<file path="config.mk">
export PLATFORM = sky130hd
export DESIGN_NAME = mem_access_unit
export DESIGN_NICKNAME = d
export VERILOG_FILES = /design/src/rtl/mem_access_pkg.sv /design/src/rtl/mem_access_unit.sv
export SDC_FILE = /design/constraint.sdc
export NUM_CORES = 1
export LEC_CHECK = 0
export BUFFER_PORTS_ARGS = -buffer_cell sky130_fd_sc_hd__buf_2
export CAP_MARGIN = 15
export CORE_MARGIN = 4
export CORE_UTILIZATION = 25
export DETAILED_ROUTE_END_ITERATION = 10
export PLACE_DENSITY = 0.53
export SLEW_MARGIN = 5
export SYNTH_ARGS = -nofsm -noshare
export SYNTH_HDL_FRONTEND = slang
export SYNTH_SLANG_ARGS = --single-unit
</file>
<file path="constraint.sdc">
create_clock -name clock -period 2 [get_ports clock]
set_clock_uncertainty 0.2 [all_clocks]
set_input_delay 0.3 -clock clock [delete_from_list [all_inputs] [get_ports clock]]
set_output_delay 0.3 -clock clock [all_outputs]
set_load 0.005 [all_outputs]
</file>
<file path="src/rtl/mem_access_pkg.sv">
`default_nettype none
// ============================================================================
//  Module      : mem_access_pkg
//  Description : Shared opcode/state encodings and defaults for mem_access_unit.
//  Revision    : 1.0
// ============================================================================
package mem_access_pkg;

    localparam int unsigned DEFAULT_DATA_W    = 16;
    localparam int unsigned DEFAULT_MEM_DEPTH = 256;
    localparam int unsigned ADDR_W            = 16;
    // Holds READ_LATENCY-1, and READ_LATENCY never exceeds 4.
    localparam int unsigned CNT_W             = 2;

    typedef enum logic [1:0] {
        OP_LOAD  = 2'b00,
        OP_STORE = 2'b01,
        OP_SWAP  = 2'b10,
        OP_RSVD  = 2'b11
    } op_e;

    typedef enum logic [1:0] {
        IDLE  = 2'b00,
        READ  = 2'b01,
        WRITE = 2'b10,
        RESP  = 2'b11
    } state_e;

    // Unsigned compare so high addresses never alias back into the array.
    function automatic logic is_fault(
        input logic [1:0]        op,
        input logic [ADDR_W-1:0] addr,
        input int unsigned       depth
    );
        return (op == OP_RSVD) || ({{(32-ADDR_W){1'b0}}, addr} >= depth);
    endfunction

endpackage
`default_nettype wire

</file>
<file path="src/rtl/mem_access_unit.sv">
`default_nettype none
// ============================================================================
//  Module      : mem_access_unit
//  Description : Single-outstanding LOAD/STORE/SWAP sequencer for DataMemory.
//  Revision    : 1.0
// ============================================================================
module mem_access_unit
    import mem_access_pkg::*;
#(
    parameter int unsigned DATA_W       = DEFAULT_DATA_W,
    parameter int unsigned MEM_DEPTH    = DEFAULT_MEM_DEPTH,
    parameter int unsigned READ_LATENCY = 2
) (
    input  logic              clock,
    input  logic              reset,
    input  logic              req_valid,
    output logic              req_ready,
    input  logic [1:0]        req_op,
    input  logic [ADDR_W-1:0] req_addr,
    input  logic [DATA_W-1:0] req_wdata,
    output logic              rsp_valid,
    output logic [DATA_W-1:0] rsp_rdata,
    output logic              rsp_fault,
    output logic [ADDR_W-1:0] mem_address,
    output logic [DATA_W-1:0] mem_data,
    output logic              mem_wren,
    input  logic [DATA_W-1:0] mem_q
);

    localparam logic [CNT_W-1:0] READ_CNT_INIT = CNT_W'(READ_LATENCY - 1);

    state_e              state_q;
    op_e                 op_q;
    logic [ADDR_W-1:0]   addr_q;
    logic [DATA_W-1:0]   wdata_q;
    logic [CNT_W-1:0]    cnt_q;
    logic [DATA_W-1:0]   rbuf_q;
    logic                rsp_valid_q;
    logic [DATA_W-1:0]   rsp_rdata_q;
    logic                rsp_fault_q;

    always_ff @(posedge clock) begin
        if (reset) begin
            state_q     <= IDLE;
            op_q        <= OP_LOAD;
            addr_q      <= '0;
            wdata_q     <= '0;
            cnt_q       <= '0;
            rbuf_q      <= '0;
            rsp_valid_q <= 1'b0;
            rsp_rdata_q <= '0;
            rsp_fault_q <= 1'b0;
        end else begin
            rsp_valid_q <= 1'b0;
            case (state_q)
                IDLE: begin
                    if (req_valid && req_ready) begin
                        op_q    <= op_e'(req_op);
                        addr_q  <= req_addr;
                        wdata_q <= req_wdata;
                        cnt_q   <= READ_CNT_INIT;
                        if (is_fault(req_op, req_addr, MEM_DEPTH)) begin
                            state_q     <= RESP;
                            rsp_valid_q <= 1'b1;
                            rsp_rdata_q <= '0;
                            rsp_fault_q <= 1'b1;
                        end else if (op_e'(req_op) == OP_STORE) begin
                            state_q <= WRITE;
                        end else begin
                            state_q <= READ;
                        end
                    end
                end
                READ: begin
                    // mem_q is valid in the last READ cycle only.
                    if (cnt_q == '0) begin
                        if (op_q == OP_SWAP) begin
                            rbuf_q  <= mem_q;
                            state_q <= WRITE;
                        end else begin
                            state_q     <= RESP;
                            rsp_valid_q <= 1'b1;
                            rsp_rdata_q <= mem_q;
                            rsp_fault_q <= 1'b0;
                        end
                    end else begin
                        cnt_q <= cnt_q - CNT_W'(1);
                    end
                end
                WRITE: begin
                    state_q     <= RESP;
                    rsp_valid_q <= 1'b1;
                    rsp_rdata_q <= (op_q == OP_SWAP) ? rbuf_q : '0;
                    rsp_fault_q <= 1'b0;
                end
                RESP: begin
                    state_q <= IDLE;
                end
                default: begin
                    state_q <= IDLE;
                end
            endcase
        end
    end

    // Gated by reset so a reset landing in WRITE never commits the store.
    assign req_ready   = (state_q == IDLE)  && !reset;
    assign mem_wren    = (state_q == WRITE) && !reset;
    assign mem_address = addr_q;
    assign mem_data    = wdata_q;
    assign rsp_valid   = rsp_valid_q;
    assign rsp_rdata   = rsp_rdata_q;
    assign rsp_fault   = rsp_fault_q;

endmodule
`default_nettype wire
</file>
==> results.yml, run 1 <==
run_status:
  status: "finished clean"
layout:
  syn2layout_area_growth_pct: 45.7
  drive_gt1_share_pct: 29.0
  multi_input_area_mm2: 0.00157
  fillCellCount: 1238
  nets: 565
  final_area_mm2: 0.00459
  stdcell_count: 680
  post-route-util_pct: 37.7
  regArea_mm2: 0.00144
route:
  remaining_drc_errors: 0
  drt_wl_total_um: 8830
  vias_per_cell: 4.27
  ant_nets: 0
  wl_per_cell_um: 13.0
  first_pass_iters: 4
  routed-via-count: 2906
  first_iter_violations: 163
placement:
  dpl_cell_area_mm2: 0.00390
  place_inst: 630
  place_hpwl_um: 6000
  io_buffers: 104
  gp_congestion: 0.770
  dp_slack_ps: 27.6
yosys:
  ys_ff_latch: 72
  async_reset_ff_share_pct: 0
  avgSynthCellArea_um2: 8.47
  syn-num-nets: 431
  syn-instance-count: 372
  synth-edff-count: 0
  yosysWarnings: 0
  synth_cell_type_count: 33
  synth_ff_type: "dfxtp_1"
  yosysSeqAreaShare_pct: 45.8
  syn_area_mm2: 0.00315
power:
  p_total_mw: 5.41
  leakagePower_nw: 1.98
  power_density_mw_per_mm2: 1180
  ir_drop_mv: 0.405
cts:
  root_buffer: "clkbuf_16"
  cts_tree: "built"
  clockBufferDepth: 2
  cts_sinks: 72
  clk_pin_slew_ps: 50
  clock_latency_ps: 330
  cts_buffers: 9
  h-tree-depth: 3
grt:
  grt_pass1_wl_um: 14400
  grt_start_max_net_pins: 77
  grt_overflow: 0
  track_usage_pct: 12.5
  antenna_found_initial: 1
  grt_pass1_vias: 2893
floorplanning:
  dieWidth_um: 120
  core_area_mm2: 0.0122
  die_height_um: 120
  rows: 40
  num_io_pins: 105
  design.die.area_mm2: 0.0145
  start_util_pct: 25.9
run:
  maxCapViolCount: 0
timing:
  finalCritPeriodShare_pct: 95.3
  maxSlewViolCount: 0
  hold_violations: 0
  rsz0062_at_grt: "no"
  setup_tns_ps: 0
  fmax_mhz: 524
  tightest_slew_ps: 356
  slew_headroom_pct: 76.3
  fin_ws_ps: 93.2
  setup_violations: 0
  whs_ps: 19.2
  period_minus_slack_ps: 1910
worst_setup_path:
  crit_arrival_ps: 1920
  max_stage_delay_ps: 550
  cp-end-kind: "flip-flop"
  critPathSlowestCell: "dlygate4sd3_1"
  path_cells: "dlygate4sd3_1, buf_2, nand2_1, and3_2, a211o_4, buf_4, mux2i_1"
  worstPathRequired_ps: 2020
  crit_fanout: 6
  critPathLaunchType: "input port"
  crit_type: "input port to flip-flop"
min_path:
  hold_class: "input port to flip-flop"
cells in the final DEF (no fill, tap or decap), drive strengths merged:
| cell | instances |
|---|---|
| and3b | 1 |
| nor4 | 2 |
| nor2 | 7 |
| mux2i | 16 |
| a31oi | 1 |
| dlygate4sd3 | 33 |
| a22o | 17 |
| clkbuf | 14 |
| nand2 | 86 |
| nand3 | 1 |
| nor3 | 2 |
| bufinv | 2 |
| inv | 5 |
| a311o | 1 |
| and2 | 1 |
| buf | 118 |
| o21a | 1 |
| a211o | 2 |
| a211oi | 3 |
| a21oi | 19 |
| a21o | 1 |
| and3 | 2 |
| nand2b | 52 |
| ha | 6 |
| diode | 1 |
| dfxtp | 72 |
| nor2b | 8 |
| mux2 | 2 |
| o21ai | 36 |
synthesized netlist by cell type (2+ instances only):
| library cell | number | area [µm²] |
|---|---|---|
| a22o_1 | 16 | 140 |
| inv_1 | 4 | 15.0 |
| nor2b_1 | 8 | 50.1 |
| nand2b_1 | 52 | 325 |
| and3_2 | 2 | 15.0 |
| a211oi_1 | 3 | 22.5 |
| nand2_1 | 86 | 323 |
| nor3_1 | 2 | 10.0 |
| o21ai_0 | 36 | 180 |
| clkbuf_1 | 20 | 75.1 |
| nor4_1 | 2 | 12.5 |
| ha_1 | 6 | 75.1 |
| buf_2 | 5 | 25.0 |
| mux2i_1 | 16 | 160 |
| dfxtp_1 | 72 | 1440 |
| a21oi_1 | 19 | 95.1 |
| nor2_1 | 7 | 26.3 |
state kept, by name, summed over array words and instances, names as in the netlist:
register	flops
rsp_rdata	16
state_q	2
rbuf_q	16
op_q	2
rsp_valid	1
cnt_q	2
mem_data	16
mem_address	16
rsp_fault	1
report_power, final:
part | internal, mW | switching (mW) | total (mW)
Clock | 1.20 | 0.583 | 1.78
Combinational | 0.950 | 0.901 | 1.85
Sequential | 1.66 | 0.120 | 1.78
path summary, 6_finish.rpt:
path                                start                        end  slack [ps]  cells past startpoint
hold reg to reg    rbuf_q[8]$_SDFFE_PP0P_     rbuf_q[8]$_SDFFE_PP0P_         250                      2
hold / removal                   mem_q[0]     rbuf_q[0]$_SDFFE_PP0P_          20                      3
setup / recovery                req_op[1]  rsp_rdata[0]$_SDFFE_PP0P_          90                      7
setup reg to reg  state_q[1]$_SDFFE_PP0P_  rsp_rdata[0]$_SDFFE_PP0P_         140                      6
cell type report:
cell class	instances	share of cell area (%)
multi-input cells	267	34.3
flip-flops and latches	72	31.5
repair buffers	151	21.9
clock buffers	14	5.97
well taps	168	4.58
clock inverters	2	1.31
inverters	5	0.409
diodes	1	0.0545
cell families (layout without fill, tap and decap cells):
kind of cell    Yosys count  count (layout)  synth area share (%)
buf+inv                  33             172                  5.01
compound gates           81              81                  16.1
mux                      18              18                  5.92
other cells               0               1                     0
fa+ha+maj                 6               6                  2.38
simple gates            162             162                  24.8
flops                    72              72                  45.8
layer usage:
| metal | GRT usage (%) | vias up | share of wire [%] |
|---|---|---|---|
| met5 | 0 | - | 0 |
| met4 | 6.44 | 0 | 2.8 |
| met3 | 2.90 | 15 | 3.5 |
| met2 | 21.4 | 45 | 50 |
| met1 | 14.6 | 1345 | 43 |
| li1 | - | 1501 | - |
critical path: cells and delay by family:
kind / cells / cell delay [ps]
buf+inv: 3 / 860
mux: 1 / 120
simple gates: 2 / 270
compound gates: 1 / 370
timing repair:
item | CTS | global route
gates resized for setup | 1 | 6
setup endpoints to repair | 1 | 26
pin swaps | 0 | 0
buffers inserted | 0 | 0
endpoints found under the hold margin | 33 | 0
hold buffers | 33 | 0
No activity file was read; power rests on OpenSTA's default activity.
==> run 2, diff against run 1 <==
--- a/config.mk
+++ b/config.mk
@@ -8,9 +8,9 @@
 export BUFFER_PORTS_ARGS = -buffer_cell sky130_fd_sc_hd__buf_2
 export CAP_MARGIN = 15
 export CORE_MARGIN = 4
-export CORE_UTILIZATION = 25
+export CORE_UTILIZATION = 45
 export DETAILED_ROUTE_END_ITERATION = 10
-export PLACE_DENSITY = 0.53
+export PLACE_DENSITY = 0.81
 export SLEW_MARGIN = 5
 export SYNTH_ARGS = -nofsm -noshare
 export SYNTH_HDL_FRONTEND = slang
==> run 2 against run 1 <==
Compared with the run above:
- combinational power about the same
- final cell count decreased by 12%
- non-clock buffer count decreased by 4
- maximum frequency decreased by 1.4%
- register-to-register slack got worse by 70 ps
- clock-buffer cell count decreased by 1
- sequential share of layout area increased by 2.0 points
- flip-flop and latch count unchanged
- sequential power about the same
- critical path type is now flip-flop to flip-flop
- critical endpoint is now rsp_fault$_SDFFE_PP0P_
- highest routed layer unchanged
==> results.yml, run 2 (synthesis gave the netlist of run 1 again) <==
run_status:
  status: "finished clean"
power:
  power_density_mw_per_mm2: 1070
  intPower_mw: 3.06
  p_switching_mw: 1.53
  clkPwrFrac_pct: 20.7
  switching_share_pct: 33.4
  ir_drop_mv: 0.554
  sequentialPowerShare_pct: 38.8
  leakagePower_nw: 1.88
  comb_power_share_pct: 40.5
route:
  routed-via-count: 3067
  highest_layer: "met4"
  wl_per_cell_um: 14.9
  met3_length_um: 466
  vias_per_cell: 5.10
  ant_nets: 0
  wl_met1_um: 3380
  remaining_drc_errors: 0
  first_iter_violations: 146
  drt_wl_total_um: 8930
  first_pass_iters: 5
  dr_wl_met2_um: 4630
min_path:
  hold_class: "input port to flip-flop"
  worstHoldPathCells: 3
  hold-path-endpoint: "rbuf_q[11]$_SDFFE_PP0P_"
  holdCritStartpoint: "mem_q[11]"
cts:
  post-cts-setup-buffers: 0
  cts_sinks: 72
  root_buffer: "clkbuf_8"
  h-tree-depth: 3
  cts_tree: "built"
  clk_pin_slew_ps: 70
  cts_buffers: 9
  clockBufferDepth: 2
  clock_latency_ps: 330
floorplanning:
  die_height_um: 91.7
  start_util_pct: 46.4
  dieWidth_um: 91.7
  rows: 30
  core_area_mm2: 0.00679
  design.die.area_mm2: 0.00840
  num_io_pins: 105
placement:
  place_hpwl_um: 5150
  gp_congestion: 0.840
  place_inst: 551
  io_buffers: 104
  dpl_cell_area_mm2: 0.00373
worst_setup_path:
  path_delay_family: "compound AO/OA/AOI/OAI gates"
  cp-end-kind: "flip-flop"
  worstPathRequired_ps: 2030
  critical_path.startpoint: "state_q[0]$_SDFFE_PP0P_"
  crit_fanout: 7
  critPathLaunchType: "flip-flop"
  path_cells: "inv_1, ha_2, a22o_4, a211o_4, mux2_4"
  critPathSlowestCell: "dfxtp_1"
  max_stage_delay_ps: 390
  crit_buf_inv: 1
  crit_arrival_ps: 1960
  r2r_setup_slack_ps: 70
  r2r-start: "state_q[0]$_SDFFE_PP0P_"
  reg2reg_depth: 5
  crit-reg2reg-capture: "rsp_fault$_SDFFE_PP0P_"
  crit_type: "flip-flop to flip-flop"
timing:
  setup_violations: 0
  slew_headroom_pct: 59.4
  maxSlewViolCount: 0
  tightest_slew_ps: 608
  period_minus_slack_ps: 1930
  rsz0062_at_grt: "no"
  finalCritPeriodShare_pct: 96.7
  setup_tns_ps: 0
  fmax_mhz: 517
  hold_violations: 0
layout:
  syn2layout_area_growth_pct: 36.8
  drive_gt1_share_pct: 27.7
  nets: 561
  fillCellCount: 553
  diodes: 0
  multi_input_area_mm2: 0.00158
  regArea_mm2: 0.00144
  final_cell_mix: "104 x buf_2, 86 x nand2_1, 71 x dfxtp_1, 52 x nand2b_1, 36 x o21ai_0"
  final_area_mm2: 0.00431
  final_common_cell: "buf_2"
  stdcell_count: 601
grt:
  grt_pass1_vias: 2965
  grt_overflow: 0
  track_usage_pct: 20.5
  grt_start_max_net_pins: 76
  grt_pass1_wl_um: 13700
  antenna_found_initial: 0
run:
  maxCapViolCount: 0
## run 2: final cells by class
class,instances,share of cell area [%]
Clock buffer,13,3.46
Multi-Input combinational cell,267,36.8
Timing Repair Buffer,147,23.0
Inverter,5,0.436
Tap cell,96,2.79
Sequential cell,72,33.5
Clock inverter,1,0.116
## run 2: power groups by stage
stage               logic, mW  registers, mW  clock network (mW)
floorplan                1.18           1.81                   0
global placement         1.57           1.79                   0
detailed placement       1.61           1.81                   0
CTS                      1.67           1.77               0.981
global route             2.03           1.81                1.05
finish                   1.86           1.78               0.953
## run 2: how the worst max path moves through the flow
stage                                  to  cells past startpoint
6_report           rsp_fault$_SDFFE_PP0P_                      5
4_1_cts                         req_ready                      4
3_5_place_dp   rsp_rdata[14]$_SDFFE_PP0P_                      6
5_1_grt         rsp_rdata[6]$_SDFFE_PP0P_                      7
3_3_place_gp       rsp_fault$_SDFFE_PP0P_                      5
2_1_floorplan      rsp_fault$_SDFFE_PP0P_                      7
## run 2: layer usage
metal  vias up  global-route usage [%]
met5         -                       0
met3        40                    5.50
met1      1429                    21.8
met4         0                    13.8
li1       1485                       -
met2       113                    35.1
## run 2: timing repair
action | 4_1_cts | 5_1_grt
endpoints found under the setup margin | 0 | 68
resized for setup | 0 | 8
hold buffers | 34 | 0
endpoints found under the hold margin | 34 | 0
## run 2: metrics by stage
stage	power (mW)	util, %	hold WS [ps]	worst slack [ps]
global placement	3.36	54.9	241	91.4
global route	4.89	63.4	4.17	0.0313
detailed placement	3.41	54.9	248	28.8
finish	4.60	63.4	13.8	65.3
floorplan	2.99	-	209	21.6
CTS	4.43	62.2	1.11	2.00
## run 2: worst register-to-register path: cells and delay by family (launching register included)
kind / cells / cell delay [ps]
AO/OA/AOI/OAI: 2 / 600
flip-flops: 1 / 390
multiplexers: 1 / 300
adder cells (fa/ha/maj): 1 / 240
buffers and inverters: 1 / 100
==> run 3, diff against run 2 <==
--- a/config.mk
+++ b/config.mk
@@ -9,8 +9,10 @@
 export CAP_MARGIN = 15
 export CORE_MARGIN = 4
 export CORE_UTILIZATION = 45
+export CTS_BUF_LIST = sky130_fd_sc_hd__clkbuf_16
 export DETAILED_ROUTE_END_ITERATION = 10
 export PLACE_DENSITY = 0.81
+export RECOVER_POWER = 50
 export SLEW_MARGIN = 5
 export SYNTH_ARGS = -nofsm -noshare
 export SYNTH_HDL_FRONTEND = slang
==> run 3 against run 2 <==
Compared with the run above:
- register-to-register slack gained 30 ps
- maximum frequency rose by 1.7%
- clock power increased by 40%
- die area stayed put
- critical endpoint is now rsp_rdata[11]$_SDFFE_PP0P_
- via count shrank 4.5%
- global-route usage shrank 1.2 points
- final cell count shrank 1.8%
- critical path type unchanged
- combinational power down 9.7%
- flip-flop and latch count did not move
==> results.yml, run 3 (synthesis gave the netlist of run 1 again) <==
cts:
  cts_tree: "built"
  clock_latency_ps: 320
  h-tree-depth: 3
  clk_pin_slew_ps: 50
  root_buffer: "clkbuf_16"
  post-cts-setup-buffers: 0
  cts_buffers: 9
  clockBufferDepth: 2
  cts_sinks: 72
timing:
  tightest_slew_ps: 608
  period_minus_slack_ps: 1900
  whs_ps: 5.87
  hold_violations: 0
  fmax_mhz: 526
  finalCritPeriodShare_pct: 95.1
  slew_headroom_pct: 59.4
  maxSlewViolCount: 0
  setup_violations: 0
grt:
  use_met2_pct: 33.4
  track_usage_pct: 19.3
  grtUsageMet1_pct: 22.1
  grt_start_max_net_pins: 76
  grt_overflow: 0
  grt_pass1_wl_um: 13100
  grt_busiest_layer: "met2"
  antenna_found_initial: 0
  use_met3_pct: 3.53
  grt_pass1_vias: 2823
floorplanning:
  design.die.area_mm2: 0.00840
  die_height_um: 91.7
  num_io_pins: 105
  start_util_pct: 46.4
  dieWidth_um: 91.7
  rows: 30
  core_area_mm2: 0.00679
layout:
  syn2layout_area_growth_pct: 33.4
  drive_gt1_share_pct: 20.9
  post-route-util_pct: 61.8
  final_area_mm2: 0.00420
  final_common_cell: "nand2_1"
  final_cell_mix: "86 x nand2_1, 71 x buf_2, 70 x dfxtp_1, 52 x nand2b_1, 36 x o21ai_0"
  nets: 550
  diodes: 0
route:
  wl_per_cell_um: 13.6
  remaining_drc_errors: 0
  drt_wl_total_um: 8050
  first_pass_iters: 5
  first_iter_violations: 116
  ant_nets: 0
  vias_per_cell: 4.97
  routed-via-count: 2930
min_path:
  hold-path-endpoint: "mem_address[12]$_SDFFE_PP0P_"
  hold_class: "input port to flip-flop"
  worstHoldPathCells: 3
  holdCritStartpoint: "req_addr[12]"
power:
  p_total_mw: 4.79
  power_density_mw_per_mm2: 1140
  ir_drop_mv: 0.789
  leakagePower_nw: 1.73
worst_setup_path:
  crit_type: "flip-flop to flip-flop"
  r2r_setup_slack_ps: 100
  critPathLaunchType: "flip-flop"
  cp-end-kind: "flip-flop"
  r2r-start: "state_q[0]$_SDFFE_PP0P_"
  crit_arrival_ps: 1940
  critical_path.startpoint: "state_q[0]$_SDFFE_PP0P_"
  worstPathRequired_ps: 2040
  crit_fanout: 16
  reg2reg_depth: 7
  crit-reg2reg-capture: "rsp_rdata[11]$_SDFFE_PP0P_"
placement:
  place_hpwl_um: 5150
  gp_congestion: 0.840
  io_buffers: 104
  dpl_cell_area_mm2: 0.00373
run_status:
  status: "finished clean"
run:
  maxCapViolCount: 0
==> run 3: worst max path at each step <==
stage,depth (start not counted),slack [ps],end
after floorplan,7,20,rsp_fault$_SDFFE_PP0P_
after global placement,5,90,rsp_fault$_SDFFE_PP0P_
after detailed placement,6,30,rsp_rdata[14]$_SDFFE_PP0P_
after CTS,6,20,rsp_rdata[11]$_SDFFE_PP0P_
after global routing,7,-3,rsp_rdata[14]$_SDFFE_PP0P_
final,7,100,rsp_rdata[11]$_SDFFE_PP0P_
==> run 3: routing by layer <==
layer	share of wire (%)	wire [µm]
met1	40	3260
met2	52	4190
met3	3.9	310
met4	3.6	286
met5	0	0
==> run 3: metrics by stage <==
stage | setup WS [ps] | std cells | TNS [ps]
after floorplan | 21.6 | 372 | 0
after global placement | 91.4 | 551 | 0
after detailed placement | 28.8 | 551 | 0
after CTS | 18.2 | 590 | 0
after global routing | -3.23 | 590 | -3.23
final | 97.6 | 590 | 0
==> run 3: layout make-up <==
type                    instances  area, µm²
fillers                       579       2590
multi-input cells             267       1570
flip-flops and latches         72       1440
repair buffers                136        803
clock buffers                   9        225
well taps                      96        120
clock inverters                 5       20.0
inverters                       5       18.8
==> run 3: power breakdown <==
part           internal [mW]  switching, mW
combinational          0.796          0.881
clock                  0.803          0.525
sequential              1.66          0.125
==> run 3: timing repair <==
action	4_1_cts	5_1_grt
endpoints found under the hold margin	25	0
hold buffers	25	0
setup endpoints to repair	2	68
gates resized for setup	1	6
==> run 3: critical path, cell delays in order (launching register included) <==
cell,delay (ps)
dfxtp_2,350
inv_1,80
ha_1,260
nor3_2,220
a21o_1,120
a211o_1,180
buf_12,190
mux2i_1,210
